## src/rtl/tdc_result_packer_if.sv

```systemverilog
// tdc_result_packer_if
// Bundles the measurement capture strobe and the outgoing byte stream of tdc_result_packer.
//   iValid     : one-cycle strobe, iTDC holds a new measurement
//   iTDC       : {coarse, start code, stop code}
//   oByte      : serialized record byte
//   oByteValid : oByte valid
//   iByteReady : sink accepts oByte
//   oLast      : final (4th) byte of a record
// slave is the packer's view; master is the view of whoever drives the capture strobe and sinks
// the bytes.
interface tdc_result_packer_if #(
  parameter int unsigned TDC_W = 24
) ();
  logic             iValid;
  logic [TDC_W-1:0] iTDC;
  logic [7:0]       oByte;
  logic             oByteValid;
  logic             iByteReady;
  logic             oLast;

  modport master (
    output iValid,
    output iTDC,
    output iByteReady,
    input  oByte,
    input  oByteValid,
    input  oLast
  );

  modport slave (
    input  iValid,
    input  iTDC,
    input  iByteReady,
    output oByte,
    output oByteValid,
    output oLast
  );
endinterface

```

## src/rtl/tdc_result_packer.sv

```systemverilog
// tdc_result_packer
// Captures TDC measurement words, tags them {seq, err, ovf}, buffers them in a small FIFO and
// serializes each 32-bit record MSB byte first over a valid/ready byte stream.
//   iClk     : clock
//   rst      : synchronous active-high reset
//   bus      : capture strobe + byte stream (tdc_result_packer_if.slave)
//   oFull    : FIFO full
//   oEmpty   : FIFO empty
//   oLevel   : records held in FIFO (excludes the record being serialized)
//   oDropCnt : saturating count of dropped measurements
module tdc_result_packer #(
  parameter int unsigned COARSE_W   = 10,
  parameter int unsigned FINE_W     = 7,
  parameter int unsigned NUM_TAPS   = 120,
  parameter int unsigned FIFO_DEPTH = 16
) (
  input  logic                          iClk,
  input  logic                          rst,
  tdc_result_packer_if.slave            bus,
  output logic                          oFull,
  output logic                          oEmpty,
  output logic [$clog2(FIFO_DEPTH):0]   oLevel,
  output logic [7:0]                    oDropCnt
);

  localparam int unsigned TDC_W = COARSE_W + 2 * FINE_W;
  localparam int unsigned SEQ_W = 30 - TDC_W;
  localparam int unsigned PTR_W = $clog2(FIFO_DEPTH);
  localparam int unsigned LVL_W = PTR_W + 1;
  localparam logic [FINE_W:0] TAP_MAX = (FINE_W + 1)'(NUM_TAPS);

  typedef enum logic {StIdle, StSend} state_e;

  // Capture side
  logic [FINE_W-1:0] w_start;
  logic [FINE_W-1:0] w_stop;
  logic              w_err;
  logic [31:0]       w_rec;
  logic              w_push;
  logic              w_pop;
  logic              w_full;
  logic              w_empty;

  logic [SEQ_W-1:0]  r_seq;
  logic              r_drop_pend;
  logic [7:0]        r_drop_cnt;

  // FIFO
  logic [31:0]       r_mem [FIFO_DEPTH];
  logic [PTR_W-1:0]  r_wr_ptr;
  logic [PTR_W-1:0]  r_rd_ptr;
  logic [LVL_W-1:0]  r_level;
  logic [LVL_W-1:0]  w_level_d;
  logic [31:0]       w_head;

  // Serializer
  state_e            r_state;
  state_e            w_state_d;
  logic [1:0]        r_idx;
  logic [1:0]        w_idx_d;
  logic [31:0]       r_shift;
  logic [31:0]       w_shift_d;

  assign w_start = bus.iTDC[2*FINE_W-1:FINE_W];
  assign w_stop  = bus.iTDC[FINE_W-1:0];
  assign w_err   = ({1'b0, w_start} > TAP_MAX) || ({1'b0, w_stop} > TAP_MAX);
  // ovf reports drops since the last written record, so it uses the flag before this capture.
  assign w_rec   = {r_seq, w_err, r_drop_pend, bus.iTDC};

  assign w_full  = (r_level == LVL_W'(FIFO_DEPTH));
  assign w_empty = (r_level == '0);
  assign w_head  = r_mem[r_rd_ptr];

  // A full FIFO still accepts when the serializer pops on the same edge.
  assign w_push  = bus.iValid && !rst && (!w_full || w_pop);

  always_comb begin
    w_level_d = r_level;
    case ({w_push, w_pop})
      2'b10:   w_level_d = r_level + LVL_W'(1);
      2'b01:   w_level_d = r_level - LVL_W'(1);
      default: w_level_d = r_level;
    endcase
  end

  always_comb begin
    w_state_d = r_state;
    w_idx_d   = r_idx;
    w_shift_d = r_shift;
    w_pop     = 1'b0;
    case (r_state)
      StIdle: begin
        if (!w_empty) begin
          w_pop     = 1'b1;
          w_shift_d = w_head;
          w_idx_d   = 2'd0;
          w_state_d = StSend;
        end
      end
      StSend: begin
        if (bus.iByteReady) begin
          if (r_idx == 2'd3) begin
            // Chain straight into the next record to avoid a bubble.
            if (!w_empty) begin
              w_pop     = 1'b1;
              w_shift_d = w_head;
              w_idx_d   = 2'd0;
            end else begin
              w_state_d = StIdle;
            end
          end else begin
            w_idx_d = r_idx + 2'd1;
          end
        end
      end
      default: w_state_d = StIdle;
    endcase
  end

  // Storage has no reset; the pointers and level define what is valid.
  always_ff @(posedge iClk) begin
    if (w_push) begin
      r_mem[r_wr_ptr] <= w_rec;
    end
  end

  always_ff @(posedge iClk) begin
    if (rst) begin
      r_seq       <= '0;
      r_drop_pend <= 1'b0;
      r_drop_cnt  <= 8'd0;
      r_wr_ptr    <= '0;
      r_rd_ptr    <= '0;
      r_level     <= '0;
      r_state     <= StIdle;
      r_idx       <= 2'd0;
      r_shift     <= 32'd0;
    end else begin
      r_state <= w_state_d;
      r_idx   <= w_idx_d;
      r_shift <= w_shift_d;
      r_level <= w_level_d;
      if (w_push) begin
        r_wr_ptr <= r_wr_ptr + PTR_W'(1);
      end
      if (w_pop) begin
        r_rd_ptr <= r_rd_ptr + PTR_W'(1);
      end
      if (bus.iValid) begin
        // Counts every strobe so gaps in seq reveal drops.
        r_seq <= r_seq + SEQ_W'(1);
        if (w_push) begin
          r_drop_pend <= 1'b0;
        end else begin
          r_drop_pend <= 1'b1;
          if (r_drop_cnt != 8'hFF) begin
            r_drop_cnt <= r_drop_cnt + 8'd1;
          end
        end
      end
    end
  end

  always_comb begin
    bus.oByte = 8'd0;
    case (r_idx)
      2'd0:    bus.oByte = r_shift[31:24];
      2'd1:    bus.oByte = r_shift[23:16];
      2'd2:    bus.oByte = r_shift[15:8];
      default: bus.oByte = r_shift[7:0];
    endcase
  end

  assign bus.oByteValid = (r_state == StSend);
  assign bus.oLast      = (r_state == StSend) && (r_idx == 2'd3);
  assign oFull          = w_full;
  assign oEmpty         = w_empty;
  assign oLevel         = r_level;
  assign oDropCnt       = r_drop_cnt;

endmodule

```

## src/flat_wrapper.sv

```systemverilog
// flat-port wrapper written by rule: the top's interface ports become plain ports
module tdc_result_packer_flat 
#(
  parameter int unsigned COARSE_W   = 10,
  parameter int unsigned FINE_W     = 7,
  parameter int unsigned NUM_TAPS   = 120,
  parameter int unsigned FIFO_DEPTH = 16
)
  (iClk, rst, oFull, oEmpty, oLevel, oDropCnt, bus_iValid, bus_iTDC, bus_iByteReady, bus_oByte, bus_oByteValid, bus_oLast);
  tdc_result_packer_if #(.TDC_W(COARSE_W + 2 * FINE_W)) bus_i ();
  input  logic iClk;
  input  logic rst;
  output logic oFull;
  output logic oEmpty;
  output logic [$clog2(FIFO_DEPTH):0] oLevel;
  output logic [7:0] oDropCnt;
  input wire logic [$bits(bus_i.iValid)-1:0] bus_iValid;
  input wire logic [$bits(bus_i.iTDC)-1:0] bus_iTDC;
  input wire logic [$bits(bus_i.iByteReady)-1:0] bus_iByteReady;
  output wire logic [$bits(bus_i.oByte)-1:0] bus_oByte;
  output wire logic [$bits(bus_i.oByteValid)-1:0] bus_oByteValid;
  output wire logic [$bits(bus_i.oLast)-1:0] bus_oLast;
  assign bus_i.iValid = bus_iValid;
  assign bus_i.iTDC = bus_iTDC;
  assign bus_i.iByteReady = bus_iByteReady;
  assign bus_oByte = bus_i.oByte;
  assign bus_oByteValid = bus_i.oByteValid;
  assign bus_oLast = bus_i.oLast;
  tdc_result_packer #(.COARSE_W(COARSE_W), .FINE_W(FINE_W), .NUM_TAPS(NUM_TAPS), .FIFO_DEPTH(FIFO_DEPTH)) u_core (.iClk(iClk), .rst(rst), .bus(bus_i), .oFull(oFull), .oEmpty(oEmpty), .oLevel(oLevel), .oDropCnt(oDropCnt));
endmodule
```

## config.mk

```make
export PLATFORM = sky130hd
export DESIGN_NAME = tdc_result_packer_flat
export DESIGN_NICKNAME = d
export VERILOG_FILES = /design/src/rtl/tdc_result_packer_if.sv /design/src/rtl/tdc_result_packer.sv /design/src/flat_wrapper.sv
export SDC_FILE = /design/constraint.sdc
export NUM_CORES = 1
export LEC_CHECK = 0
export CORE_MARGIN = 5
export CORE_UTILIZATION = 41
export CTS_CLUSTER_DIAMETER = 150
export DETAILED_ROUTE_END_ITERATION = 12
export SYNTH_ARGS = -nofsm -noshare
export SYNTH_HDL_FRONTEND = slang
export SYNTH_SLANG_ARGS = --single-unit
```

## constraint.sdc

```tcl
create_clock -name iClk -period 11.6 [get_ports iClk]
set_input_delay 1.74 -clock iClk [delete_from_list [all_inputs] [get_ports iClk]]
set_output_delay 1.74 -clock iClk [all_outputs]
set_load 0.03 [all_outputs]
```

Word-level counts from Yosys, hierarchy flattened
Memories as Yosys holds them, arrays and structs flattened. A register that Yosys moved wholly into a read port is not among the register bits.
Cells that the tools add are included.
{"block": "totals", "mem_bits_rw": 512, "regBits": 63, "memories": 1, "wordCells": 64}
{"block": "op_classes", "add_sub_neg": 7, "bitwise_logic": 2, "eq_ne": 9, "n_lt_le_gt_ge": 2, "n_reduce_logical": 12, "mux": 22}
{"memory": "u_core.r_mem", "words": 16, "width": 32, "rd": 1, "rd_clocked_by_memory_dff": 1, "wr": 1, "line": "tdc_result_packer.sv:49", "text": "logic [31:0] r_mem [FIFO_DEPTH];"}
{"op": "$mux 32", "n": 3}
{"op": "$pmux 32 s2", "n": 1}
{"op": "$pmux 8 s3", "n": 1}
{"op": "$gt 7x7->1 const B", "n": 2}
{"op": "$pmux 5 s2", "n": 1}
{"op": "$add 4x1->4 const B", "n": 2}
{"op": "$add 8x1->8 const B", "n": 1}
{"op": "$mux 1", "n": 8}
{"op": "$mux 4", "n": 2}
{"op": "$ne 8x8->1 const B", "n": 1}
{"op": "$add 6x1->6 const B", "n": 1}
{"op": "$eq 2x2->1 const B", "n": 3}
{"op": "$mux 2", "n": 3}
{"op": "$add 5x1->5 const B", "n": 1}
{"op": "$eq 5x5->1 const B", "n": 1}
{"op": "$logic_not 5->1", "n": 1}
{"op": "$sub 5x1->5 const B", "n": 1}
{"op": "$eq 2x1->1 const B", "n": 2}
{"op": "$ne 2x2->1 const B", "n": 2}
{"op": "$pmux 1 s2", "n": 2}
{"op": "$pmux 2 s2", "n": 1}
{"op": "$logic_and 1x1->1", "n": 3}
{"op": "$reduce_and 3->1", "n": 1}
{"op": "$add 2x1->2 const B", "n": 1}
{"op": "6 further kinds", "n": 9}

Logic depth before layout (Yosys ltp)
{"block": "depth", "ltp_word": 9, "depth_mapped": 12}

Worst setup path before layout
OpenSTA, ideal clock, no wires.
{"block": "synth_path", "path_kind": "input-to-reg", "start": "input bus_iValid", "end": "memory u_core.r_mem[3][0], enable pin", "required_ps": 11139, "t_arrival_ps": 4860, "setup_slack_ps": 6279, "path_buffers": 1, "stages": 5, "path_cell_list": "buf_2 > inv_1 > a311oi_1 > nand2_1 > nor3_1"}
{"block": "synth_via", "elab_chain_cells": 4}
{"element": "start, declared", "line": "flat_wrapper.sv:17", "text": "input wire logic [$bits(bus_i.iValid)-1:0] bus_iValid;"}
{"element": "$logic_and 1x1->1 (2 in series)", "line": "tdc_result_packer.sv:75", "text": "assign w_push = bus.iValid && !rst && (!w_full || w_pop);"}
{"element": "$mux 1", "line": "tdc_result_packer.sv:122", "text": "if (w_push) begin"}
{"element": "$mux 1 (not written as such)", "line": "tdc_result_packer.sv:123", "text": "r_mem[r_wr_ptr] <= w_rec;"}
{"element": "end, declared", "line": "tdc_result_packer.sv:49"}
No other way between the ends.

Worst setup path after layout
{"block": "layout_path", "start": "input bus_iValid", "end": "memory u_core.r_mem[3][18], enable pin"}
Same word-level chain as after synthesis.

==> flow_metrics.py <==
metrics = {
    "status": {
        "status": "finished, final reports clean",
    },
    "logic_synthesis": {
        "yosysUniqueCellTypes": 51,
        "synthTopCellsByArea": "edfxtp_1, mux4_2, dfxtp_1",
        "yosysTopAreaCell": "edfxtp_1",
        "syn_inst": 1102,
        "syn_nets": 1145,
        "synth_top_area_share_pct": 68.2,
        "synth.most_common_cell": "edfxtp_1",
        "yosys_warnings": 0,
        "synth-seq-cells": 579,
        "ys_seq_area_share_pct": 74.2,
        "syn_area_um2": 22500,
        "synth-async-reset-ratio_pct": 0,
        "synth_edf_count": 512,
        "syn_area_per_cell_um2": 20.4,
        "yosys-top-cells-count": "edfxtp_1, mux4_2, nor2_1",
        "ys.flop_type": "edfxtp_1",
    },
    "critical_path": {
        "end_kind": "register",
        "path_cells": "clkdlybuf4s50_1 -> inv_1 -> a311oi_1 -> nand2_1 -> nor3_2 -> buf_4",
        "criticalPathCategory": "in2reg",
        "r2r-start": "u_core.r_idx[1]",
        "crit_start": "bus_iValid",
        "worstPathRequired_ns": 11.86,
        "critical-path-max-stage-delay_ns": 0.79,
        "crit_fanout": 23,
        "worstSetupStartpointType": "input port",
        "worst_ep_arrival_time_ns": 5.15,
        "cp_slowest_cell": "a311oi_1",
    },
    "timing": {
        "finalHoldWorstSlack_ns": 0.492,
        "fin_tns_setup_ns": 0,
        "finalCritPeriodShare_pct": 42.2,
        "fmaxAchievable_mhz": 204,
        "slew_violations": 0,
        "max_slew_margin_pct": 34.6,
        "tightest_slew_ns": 0.981,
        "setup_viol": 0,
        "period_needed_ns": 4.89,
        "hold_violations": 0,
        "layout_setup_ws_ns": 6.71,
        "rsz0062_at_grt": "no",
        "final.setup_skew_ns": 0.0248,
    },
    "clock_tree": {
        "root_buffer": "clkbuf_16",
        "cts_hold_buf": 0,
        "ctsResizeCount": 0,
        "clock-sinks": 579,
        "h-tree-depth": 2,
        "clk_pin_slew_ns": 0.06,
        "insertion_delay_ns": 0.62,
        "postCtsSetupBuffers": 0,
        "cts_max_path_buffers": 3,
        "cts_tree": "yes",
        "cts_buffers": 58,
    },
    "cells_and_area": {
        "layout-drive-gt1-share_pct": 24.1,
        "seq_area_um2": 16700,
        "syn_to_final_growth_pct": 14.1,
        "multiInputGateArea_um2": 5470,
        "n_fill_cell": 4521,
        "utilization_pct": 46.9,
        "nets": 1223,
        "n_antenna_cell": 0,
    },
    "placement": {
        "io_buffer_count": 52,
        "place_congestion": 0.723,
        "place_ws_ns": 6.14,
        "dp_hpwl_um": 26300,
    },
    "drt": {
        "via_count": 10700,
        "drt-initial-drc-count": 748,
        "via_per_inst": 5.53,
        "drt_wl_total_um": 47700,
        "first_pass_iters": 5,
        "ant_nets": 0,
        "drc_errors": 0,
        "routedWlPerCell_um": 24.7,
    },
    "floorplan": {
        "core-area_um2": 54800,
        "fp.dieH_um": 244,
        "ioPinCount": 53,
        "initial_utilization_pct": 41.1,
        "die_area_um2": 59700,
        "fp.dieW_um": 244,
        "std_cell_rows": 86,
    },
    "global_route": {
        "grt_use_total_pct": 15.9,
        "grt_pass1_wl_um": 72300,
        "grt_pass1_vias": 11300,
        "antenna_found_initial": 0,
        "overflow": 0,
        "grt_max_degree": 62,
    },
    "pwr": {
        "peakVddDrop_v": 0.000129,
        "powerDensity_nw_per_um2": 204,
        "power_mw": 5.24,
        "p_leak_nw": 7.92,
    },
    "hold_path": {
        "min_path_type": "reg2reg",
        "min-delay-start": "u_core.r_shift[0]",
    },
    "run": {
        "cap_violations": 0,
    },
}
-- power by group --
part / switching (mW) / internal (mW)
registers: 0.152 / 2.35
logic: 0.469 / 0.470
clock network: 0.781 / 1.02
-- kinds of logic after synthesis --
| logic type | share of synthesized area [%] |
|---|---|
| flops | 74.2 |
| mux | 16.7 |
| simple gates | 2.78 |
| buf+inv | 2.03 |
| compound gates | 2.93 |
| fa+ha+maj | 0.833 |
| xor+xnor | 0.544 |
-- per-layer routing --
layer / track usage (%) / vias to the layer above / wire [um]
met2: 25.1 / 241 / 22400
met1: 23.3 / 5674 / 22300
li1: - / 4702 / -
met4: 4.33 / 0 / 1010
met3: 2.47 / 67 / 1990
met5: 0 / - / 0
-- registers in the layout, summed over array words and instances, names as in the netlist, named ones only --
signal	cells
u_core.r_idx	2
u_core.r_drop_pend	1
u_core.r_wr_ptr	4
u_core.bus.oByteValid	1
u_core.r_mem	512
u_core.oLevel	5
u_core.r_shift	32
u_core.oDropCnt	8
u_core.r_seq	6
u_core.r_rd_ptr	4
-- cell type report --
class / instances / share of cell area (%)
Tap cell: 704 / 3.43
Multi-Input combinational cell: 444 / 21.3
Inverter: 17 / 0.248
Sequential cell: 579 / 65.1
Clock inverter: 35 / 1.13
Clock buffer: 73 / 5.95
Timing Repair Buffer: 80 / 2.84
-- worst max-delay path: cells and delay by family --
family	cells	cell delay [ns]
AND/OR/NAND/NOR	2	1.19
buffers and inverters	3	1.40
AO/OA/AOI/OAI	1	0.79
-- stage by stage --
stage                     area, um^2  instances
final                          25700       1932
after CTS                      25700       1932
after global routing           25700       1932
after detailed placement       23900       1824
after floorplan                22500       1102
after global placement         23900       1824
-- path summary, 6_finish.rpt --
check / slack (ns) / to / depth (start not counted)
min reg2reg: 0.49 / u_core.r_shift[0] / 1
max: 6.71 / u_core.r_mem[3][18] / 6
max reg2reg: 7.91 / u_core.r_mem[3][18] / 6
min: 0.49 / u_core.r_shift[0] / 1
-- cell usage in the layout (no fill, tap or decap), drive strengths merged, types with 9 or more instances in the layout --
cell	n
mux4	128
mux2	36
o21ai	9
nand2	10
dfxtp	67
inv	20
clkbuf	73
buf	28
a221o	32
edfxtp	512
clkinv	26
a21oi	12
mux2i	46
clkdlybuf4s50	52
nor3	10
nor2	71
ha	15
(Power assumes the default switching activity.)
